===== src/rtl/pupil_pkg.sv =====
// Shared types and sizes for the camera capture path and the pupil detector.
package pupil_pkg;
  localparam int MAX_RESOLUTION = 112;
  localparam int PIX_W          = 8;
  localparam int COL_W          = 7;
  localparam logic [COL_W-1:0] LAST_IDX = COL_W'(MAX_RESOLUTION - 1);

  typedef logic [PIX_W-1:0] pixel_t;

  typedef enum logic [1:0] {
    IDLE,
    CAPTURE,
    DRAIN
  } cap_state_e;
endpackage


===== src/rtl/line_bank_ram.sv =====
// One line of pixel storage: single write port, registered read port.
// Addresses past the end of the line read back as zero.
module line_bank_ram
  import pupil_pkg::*;
(
  input  logic             clock,
  input  logic             reset,
  input  logic             we,
  input  logic [COL_W-1:0] wr_addr,
  input  pixel_t           wr_data,
  input  logic [COL_W-1:0] rd_addr,
  output pixel_t           rd_data
);
  pixel_t mem_q [MAX_RESOLUTION];
  pixel_t rd_data_d, rd_data_q;

  always_comb begin
    rd_data_d = '0;
    if (rd_addr <= LAST_IDX) rd_data_d = mem_q[rd_addr];
  end

  always_ff @(posedge clock) begin
    if (we) mem_q[wr_addr] <= wr_data;
    if (!reset) rd_data_q <= '0;
    else        rd_data_q <= rd_data_d;
  end

  assign rd_data = rd_data_q;
endmodule


===== src/rtl/cam_line_buffer.sv =====
// Ping-pong line capture between the camera and pupil_detect.
// Optional per-line minimum tracking is built when LINE_MIN_EN is defined.
//   state   | meaning
//   IDLE    | waiting for a frame start; pixels ignored
//   CAPTURE | writing pixels of rows 0..111 into alternating banks
//   DRAIN   | frame captured; waiting for the consumer to empty both banks
module cam_line_buffer
  import pupil_pkg::*;
(
  input  logic             clock,
  input  logic             reset,
  input  logic             cam_frame_capture_start,
  input  logic             pix_valid,
  input  pixel_t           pix_data,
  output logic             line_valid,
  output logic [COL_W-1:0] line_number,
  input  logic             line_done,
  input  logic [COL_W-1:0] rd_addr,
  output pixel_t           rd_data,
`ifdef LINE_MIN_EN
  output pixel_t           line_min,
`endif
  output logic             frame_done,
  output logic             overflow
);
  cap_state_e state_q, state_d;
  logic [COL_W-1:0] col_q, col_d, row_q, row_d, line_number_q, line_number_d;
  logic [1:0][COL_W-1:0] tag_q, tag_d;
  logic [1:0] full_q, full_d;
  logic wr_q, wr_d, drop_q, drop_d, pres_q, pres_d, sel_q, sel_d;
  logic line_valid_q, line_valid_d, frame_done_q, frame_done_d, overflow_q, overflow_d;
  logic wr_en, wr_bank, drop_now, pick;
  logic [COL_W-1:0] wr_col;
  pixel_t rd_data0, rd_data1;
`ifdef LINE_MIN_EN
  pixel_t [1:0] min_q, min_d;
  pixel_t line_min_q, line_min_d;
`endif

  always_comb begin
    state_d       = state_q;
    col_d         = col_q;
    row_d         = row_q;
    tag_d         = tag_q;
    full_d        = full_q;
    wr_d          = wr_q;
    drop_d        = drop_q;
    pres_d        = pres_q;
    sel_d         = pres_q;
    line_valid_d  = line_valid_q;
    line_number_d = line_number_q;
    frame_done_d  = 1'b0;
    overflow_d    = overflow_q;
    wr_en         = 1'b0;
    wr_bank       = wr_q;
    wr_col        = col_q;
    pick          = 1'b0;
    drop_now      = (col_q == '0) ? full_q[wr_q] : drop_q;

    if (line_valid_q && line_done) begin
      full_d[pres_q] = 1'b0;
      line_valid_d   = 1'b0;
    end

    case (state_q)
      IDLE: ;
      CAPTURE: begin
        if (pix_valid) begin
          wr_en = !drop_now;
          if (col_q == '0) begin
            drop_d = full_q[wr_q];
            if (full_q[wr_q]) overflow_d = 1'b1;
          end
          if (col_q == LAST_IDX) begin
            col_d  = '0;
            row_d  = row_q + COL_W'(1);
            drop_d = 1'b0;
            // A dropped line keeps the same target bank: it is the oldest, so it frees first.
            if (!drop_now) begin
              full_d[wr_q] = 1'b1;
              tag_d[wr_q]  = row_q;
              wr_d         = ~wr_q;
            end
            if (row_q == LAST_IDX) state_d = DRAIN;
          end else begin
            col_d = col_q + COL_W'(1);
          end
        end
      end
      DRAIN: begin
        if (full_q == 2'b00) begin
          frame_done_d = 1'b1;
          state_d      = IDLE;
        end
      end
      default: state_d = IDLE;
    endcase

    if (cam_frame_capture_start) begin
      state_d      = CAPTURE;
      row_d        = '0;
      full_d       = 2'b00;
      wr_d         = 1'b0;
      drop_d       = 1'b0;
      line_valid_d = 1'b0;
      frame_done_d = 1'b0;
      wr_bank      = 1'b0;
      wr_col       = '0;
      wr_en        = pix_valid;
      col_d        = pix_valid ? COL_W'(1) : '0;
    end

`ifdef LINE_MIN_EN
    min_d      = min_q;
    line_min_d = line_min_q;
    if (wr_en) begin
      if (wr_col == '0 || pix_data < min_q[wr_bank]) min_d[wr_bank] = pix_data;
    end
`endif

    // With both banks full, the next write bank is always the older line.
    if (!line_valid_q && full_d != 2'b00) begin
      pick          = (full_d == 2'b11) ? wr_d : full_d[1];
      line_valid_d  = 1'b1;
      pres_d        = pick;
      line_number_d = tag_d[pick];
`ifdef LINE_MIN_EN
      line_min_d    = min_d[pick];
`endif
    end
  end

  always_ff @(posedge clock) begin
    if (!reset) begin
      state_q       <= IDLE;
      col_q         <= '0;
      row_q         <= '0;
      tag_q         <= '0;
      full_q        <= 2'b00;
      wr_q          <= 1'b0;
      drop_q        <= 1'b0;
      pres_q        <= 1'b0;
      sel_q         <= 1'b0;
      line_valid_q  <= 1'b0;
      line_number_q <= '0;
      frame_done_q  <= 1'b0;
      overflow_q    <= 1'b0;
`ifdef LINE_MIN_EN
      min_q         <= {2{8'hFF}};
      line_min_q    <= 8'hFF;
`endif
    end else begin
      state_q       <= state_d;
      col_q         <= col_d;
      row_q         <= row_d;
      tag_q         <= tag_d;
      full_q        <= full_d;
      wr_q          <= wr_d;
      drop_q        <= drop_d;
      pres_q        <= pres_d;
      sel_q         <= sel_d;
      line_valid_q  <= line_valid_d;
      line_number_q <= line_number_d;
      frame_done_q  <= frame_done_d;
      overflow_q    <= overflow_d;
`ifdef LINE_MIN_EN
      min_q         <= min_d;
      line_min_q    <= line_min_d;
`endif
    end
  end

  line_bank_ram u_bank0 (
    .clock  (clock),
    .reset  (reset),
    .we     (wr_en && !wr_bank),
    .wr_addr(wr_col),
    .wr_data(pix_data),
    .rd_addr(rd_addr),
    .rd_data(rd_data0)
  );

  line_bank_ram u_bank1 (
    .clock  (clock),
    .reset  (reset),
    .we     (wr_en && wr_bank),
    .wr_addr(wr_col),
    .wr_data(pix_data),
    .rd_addr(rd_addr),
    .rd_data(rd_data1)
  );

  assign rd_data     = sel_q ? rd_data1 : rd_data0;
  assign line_valid  = line_valid_q;
  assign line_number = line_number_q;
  assign frame_done  = frame_done_q;
  assign overflow    = overflow_q;
`ifdef LINE_MIN_EN
  assign line_min    = line_min_q;
`endif
endmodule


===== config.mk =====
export PLATFORM = sky130hd
export DESIGN_NAME = cam_line_buffer
export DESIGN_NICKNAME = d
export VERILOG_FILES = /design/src/rtl/pupil_pkg.sv /design/src/rtl/line_bank_ram.sv /design/src/rtl/cam_line_buffer.sv
export SDC_FILE = /design/constraint.sdc
export NUM_CORES = 2
export LEC_CHECK = 0
export CAP_MARGIN = 30
export CORE_MARGIN = 2
export CORE_UTILIZATION = 67
export CTS_BUF_LIST = sky130_fd_sc_hd__clkbuf_8
export DETAILED_ROUTE_END_ITERATION = 16
export PLACE_DENSITY = 0.84
export SLEW_MARGIN = 20
export SYNTH_ARGS = -nofsm -noshare
export SYNTH_HDL_FRONTEND = slang
export SYNTH_HIERARCHICAL = 1
export SYNTH_SLANG_ARGS = --single-unit
export TNS_END_PERCENT = 50

===== constraint.sdc =====
create_clock -name clock -period 5.2 [get_ports clock]
set_clock_uncertainty 0.1 [all_clocks]
set_input_delay 1.04 -clock clock [delete_from_list [all_inputs] [get_ports clock]]
set_output_delay 1.04 -clock clock [all_outputs]
set_load 0.1 [all_outputs]

# After elaboration in Yosys (flattened, before gate mapping)
# Memory sizes are Yosys's and may differ from the RTL's. A register that Yosys moved wholly into a read port is not among the register bits.
# Index checks and enable logic that the tools add are counted.
[op_classes] add_sub_neg=2 n_lt_le_gt_ge=6 eq_ne=14 n_mux=54 bitwise_logic=7 n_reduce_logical=27
[ops] operator="14-bit two-way mux" n=4
[ops] operator="7-bit two-way mux" n=8
[ops] operator="1-bit two-way mux" n=26
[ops] operator="2-bit two-way mux" n=10
[ops] operator="7-bit by 1-bit adder with 7-bit output, second input constant" n=2
[ops] operator="14-bit bitwise mux" n=1
[ops] operator="7-bit equality test, second input constant" n=2
[ops] operator="3-bit inequality test, second input constant" n=4
[ops] operator="2-bit inequality test, second input constant" n=5
[ops] operator="5-bit AND reduction" n=2
[ops] operator="8-bit two-way mux" n=1
[ops] operator="7-bit demux with 1-bit select" n=1
[ops] operator="7-bit <= comparator, second input constant" n=1
[ops] operator="7-bit zero test" n=1
[ops] operator="1-bit logical AND" n=6
[ops] operator="1-bit by 2-bit < comparator with 1-bit output, second input constant" n=3
[ops] operator="2-bit one-hot mux with 3 select lines" n=1
[ops] operator="2-bit AND reduction" n=3
[ops] operator="2-bit nonzero test" n=3
[ops] operator="1-bit zero test" n=5
[ops] operator="2-bit equality test, second input constant" n=2
[ops] operator="2-bit zero test" n=2
[ops] operator="1-bit inverter" n=4
[ops] operator="4-bit AND reduction" n=1
[ops] operator="other kinds (10)" n=12
[totals] reg_bits=46 mem_bits_rw=1792 wordCells=127 memories=2
[mem_list] name="u_bank0.mem_q" words=112 width=8 read_ports=1 rd_clocked_by_memory_dff=1 wr=1 line="line_bank_ram.sv:14" text="pixel_t mem_q [MAX_RESOLUTION];"
[mem_list] name="u_bank1.mem_q" words=112 width=8 read_ports=1 rd_clocked_by_memory_dff=1 wr=1 line="line_bank_ram.sv:14"

# Longest topological paths before layout
[logic_depth] ltp_word=17 mapped_depth=12 ltp_nobuf=9

# Cells and area by module
# The synthesis kept the hierarchy.
[modules_own_cells] mod="line_bank_ram" instances=2 cells_per_inst=1655 area_each_um2=35447.7 seq_area_each_um2=27066.0
[modules_own_cells] mod="cam_line_buffer" instances=1 cells_per_inst=270 area_each_um2=2328.5 seq_area_each_um2=920.9

# Least setup slack after synthesis
# OpenSTA, ideal clock, no wires.
[synth_timing] path_kind="input -> register" start="in pix_valid" end="mem u_bank1/mem_q[94][0] in the netlist's numbering, enable pin" setup_time_ns=0.371 arrival_time_ns=3.031 required_ns=4.729 slack_ns=1.698 path_stages=9 n_path_buf=2 path_cell_list="inv_1 > nor3_2 > o21ai_0 > nor3b_1 > clkbuf_1 > nor2b_1 > nand3_1 > clkbuf_1 > nor2_1"
[synth_via] elab_chain_cells=6
[synth_lines] item="start, declared" line="cam_line_buffer.sv:13" text="input logic pix_valid,"
[synth_lines] item="1-bit two-way mux" line="cam_line_buffer.sv:68" text="if (pix_valid) begin"
[synth_lines] item="1-bit two-way mux" line="cam_line_buffer.sv:65" text="case (state_q)"
[synth_lines] item="1-bit two-way mux *" line="cam_line_buffer.sv:99" text="if (cam_frame_capture_start) begin"
[synth_lines] item="1-bit logical AND *" line="cam_line_buffer.sv:186" text=".we (wr_en && wr_bank),"
[synth_lines] item="1-bit two-way mux *" line="line_bank_ram.sv:23" text="if (we) mem_q[wr_addr] <= wr_data;"
[synth_lines] item="1-bit two-way mux (implied by the code) *" line="line_bank_ram.sv:23"
[synth_lines] item="end, declared" line="line_bank_ram.sv:14"
# Mark *: on every way between the ends. The rest lies on a longest branch, timed or not.

# Final worst setup path
[layout_timing] start="reg sel_q" end="out rd_data[5]"
[layout_via] elab_chain_cells=1
[layout_lines] item="start, declared" line="cam_line_buffer.sv:30" text="logic wr_q, wr_d, drop_q, drop_d, pres_q, pres_d, sel_q, sel_d;"
[layout_lines] item="start signal, assigned" line="cam_line_buffer.sv:161" text="sel_q <= sel_d;"
[layout_lines] item="8-bit two-way mux" line="cam_line_buffer.sv:193" text="assign rd_data = sel_q ? rd_data1 : rd_data0;"
[layout_lines] item="end, declared" line="cam_line_buffer.sv:19" text="output pixel_t rd_data,"
# Every way passes these cells.

==> out/results.txt <==
Of all nets on the critical path, the largest fanout is 8. Among all stages on the critical path, the largest delay is contributed by sky130_fd_sc_hd__clkdlybuf4s50_1. The run gives 0 as the overflow left after global routing.

The leakage power was 26.5 nW; the count of state elements after synthesis was 1,854. The congestion estimate from routability-driven global placement came to 0.901. The post-placement worst setup slack is 0.518 ns, and the total negative slack for setup checks is 0 ns. The power per cell area came out at 354 nW/um^2.

Yosys instantiated no cell more often than sky130_fd_sc_hd__edfxtp_1. By count the netlist is led by sky130_fd_sc_hd__edfxtp_1, sky130_fd_sc_hd__mux4_2, sky130_fd_sc_hd__nor2_1, sky130_fd_sc_hd__mux2i_1, sky130_fd_sc_hd__nand2_1. The die is 335 um tall. A synthesized cell averages 20.5 sq um.

The first routing iteration left 5,550 violations. The category of cells accounting for the largest share of critical-path delay is buffers and inverters. The routed layout has 38,700 vias.

The final routed DRC violation total was 0. Setup repair after global routing left no endpoint under its margin. The number of hold buffers added after CTS was 0. For the area of combinational cells with multiple inputs, the log shows 16,800 sq um. For the overall fraction of global-route tracks in use, the log shows 0.309. The headroom to the max-slew limit was 0.273; the number of global-route vias before repair was 38,700.

Setup violations remaining at the end of the flow were counted as 0. Across the run, the number of max-cap violations was 0. The routed design has 170,000 um of wire. The required time at the endpoint of the critical path was 4.06 ns; the largest net degree at the start of global routing was 146. During I/O placement, the number of pins put on the boundary was 38. Of all cell types, the one taking the most synthesized area is sky130_fd_sc_hd__edfxtp_1. TritonCTS built the clock tree. Counting along the longest clock path gives a buffer depth of 4. The worst setup path is captured at an output pin. The first detailed-routing pass took 8 iterations. STA puts the critical path data arrival time at 3.14 ns. Ranked by total cell area, the synthesized netlist is headed by sky130_fd_sc_hd__edfxtp_1, sky130_fd_sc_hd__mux4_2, sky130_fd_sc_hd__mux4_1. The number of hold-slack violations in the final timing report was 0; the netlist area before placement was 73,200 sq um. The tools report the starting density of the core as 0.674. The area growth from synthesis to final layout was 11.1%. In this run the worst hold path is classified as reg -> reg. STA classifies the critical path startpoint as a register. For this design, the sink count on the clock tree is 1,854. Final critical-path share of the clock period: 0.824. For the floorplan row count, the log shows 121.

The tools report the clock network latency to the later pin of the worst-skew pair as 0.95 ns. The clock edge transition at the registers on the reported setup and hold paths is 0.06 ns. In the final design database the tool counted 3,989 nets. Across the VDD grid, the largest voltage drop is 0.000279 V. The signal on the critical path passes through mux2_2, clkdlybuf4s50_1. The die covers 112,000 sq um. The worst setup path is of the reg -> out kind.

For this run, the leading register cell type out of synthesis is sky130_fd_sc_hd__edfxtp_1. The minimum period implied by the final worst setup slack was 4.28 ns; the share of the synthesized area in the top cell type was 0.735. The fraction of registers with async set or reset after synthesis was 0; the share of synthesized area occupied by flip-flops and latches was 0.752.

In this run, CTS created clock tree buffers numbering 290. Dividing the detail-routed wire length by the instance count gives 30.5 um. The total buffers and inverters traversed by the critical path was 1; the number of fillers in the final layout was 5,371.

The run finished with clean final reports. The count of flip-flops with a built-in enable after synthesis was 1,792. The final worst setup slack is 0.915 ns, and the synthesized net count is 3,603. Across the whole layout, storage elements account for 55,100 sq um. After clock tree synthesis, the setup repair step added 0 buffers. For the pin with the worst max-slew slack, the measured transition is 1.09 ns.

The root buffer cell is sky130_fd_sc_hd__clkbuf_8. The placed wire-length estimate is 102,000 um, and the number of distinct library cell variants in the gate-level netlist after synthesis is 73. Using the TritonRoute via totals, the vias-per-cell ratio works out to 6.95. The level count of the clock H-tree is 5. The final number of max-transition violations is 0, and the floorplan core area is 109,000 sq um. Gates resized during post-CTS repair numbered 0. The initial antenna violation count is 3. The fraction of layout cells with a size suffix above 1 is 0.253, and the width of the die is 335 um. The wire length of the first global-routing pass was 250,000 um.

Synthesis produced a netlist whose cell count is 3,580. For the maximum operating frequency, the log shows 233 MHz. The residual antenna-violating net count after detailed routing was 0; the synthesis warning total was 6.

In this run the tool buffered the top-level ports with 37 buffer cells. The biggest cell delay along the critical path came out at 1.16 ns.
==> metrics by stage <==
| stage | hold slack [ns] | total power, W | cell area [sq um] | util | cells |
|---|---|---|---|---|---|
| 2_1_floorplan | 0.342 | 0.0176 | 73200 | - | 3580 |
| 3_3_place_gp | 0.356 | 0.0181 | 76200 | 0.701 | 5086 |
| 3_5_place_dp | 0.362 | 0.0181 | 76200 | 0.701 | 5086 |
| 4_1_cts | 0.356 | 0.0289 | 81300 | 0.748 | 5569 |
| 5_1_grt | 0.394 | 0.0296 | 81300 | 0.748 | 5573 |
| 6_report | 0.365 | 0.0288 | 81300 | 0.748 | 5576 |
==> logic make-up (layout without fill, tap and decap cells) <==
| kind of cell | Yosys count | in the layout | share of synthesized area |
|---|---|---|---|
| muxes | 613 | 613 | 0.162 |
| DFF | 1854 | 1854 | 0.752 |
| adders and majority gates | 3 | 3 | 0.000513 |
| and+or+nand+nor | 594 | 594 | 0.0375 |
| other | 0 | 5 | 0 |
| xor gates and xnor gates | 7 | 7 | 0.000837 |
| AOI/OAI and AO/OA | 290 | 290 | 0.0284 |
| buffers and inverters | 219 | 796 | 0.0191 |
==> final cells by class <==
class / instances / share of cell area
inverters: 15 / 0.000692
diodes: 5 / 0.000154
multi-input cells: 1507 / 0.206
repair buffers: 298 / 0.0321
flip-flops and latches: 1854 / 0.677
clock inverters: 182 / 0.0114
well taps: 1414 / 0.0217
clock buffers: 301 / 0.0509
==> per-layer routing <==
layer | share of wire | global-route usage | vias up
li1 | - | - | 15700
met4 | 0.038 | 0.117 | 2
met3 | 0.13 | 0.0866 | 497
met1 | 0.36 | 0.433 | 19600
met5 | 0.000065 | 0 | -
met2 | 0.47 | 0.472 | 2980
==> final timing paths <==
| kind | depth (start not counted) | end | from | slack [ns] |
|---|---|---|---|---|
| setup / recovery | 2 | rd_data[5] | sel_q | 0.92 |
| hold / removal | 2 | tag_q[11] | tag_q[11] | 0.37 |
| setup reg to reg | 12 | u_bank1/mem_q[4][1] | col_q[0] | 0.97 |
| hold reg to reg | 2 | tag_q[11] | tag_q[11] | 0.37 |
==> state kept, by name, indices dropped and copies added, names as in the netlist, 7 cells and up <==
signal	cells
u_bank0/mem_q	896
u_bank1/rd_data	8
col_q	7
tag_q	14
line_number	7
row_q	7
u_bank1/mem_q	896
u_bank0/rd_data	8
==> cells in the final DEF (no fill, tap or decap), drive strengths merged, types with 8 or more instances in the layout <==
cell	Yosys	layout
edfxtp	1792	1792
nand2b	14	14
clkdlybuf4s50	0	22
mux2i	141	141
nor2b	52	52
and2	8	8
o22ai	34	34
a21oi	33	33
o32ai	8	8
and3	8	8
nor2	271	271
clkbuf	68	302
o21ai	50	50
and2b	8	8
a211oi	33	33
o211ai	8	8
a22oi	10	10
mux4	436	436
nand3	40	40
a2111oi	28	28
nor4	15	15
buf	136	275
inv	13	96
a31oi	15	15
nor3	45	45
nand2	105	105
or3	9	9
mux2	36	36
dfxtp	62	62
a21boi	9	9
clkinv	2	85
a221oi	8	8
nand4	9	9
clkinvlp	0	10
==> power breakdown <==
group	switching (W)	internal, W
clock	0.00534	0.00563
sequential	0.0000188	0.0164
combinational	0.000928	0.000517
==> worst min-delay path: stages (launching register included) <==
cell                       delay (ns)
sky130_fd_sc_hd__dfxtp_1         0.31
sky130_fd_sc_hd__nand2_1         0.05
sky130_fd_sc_hd__a21boi_0        0.06
Note: power is estimated with default switching activity, not from simulation.
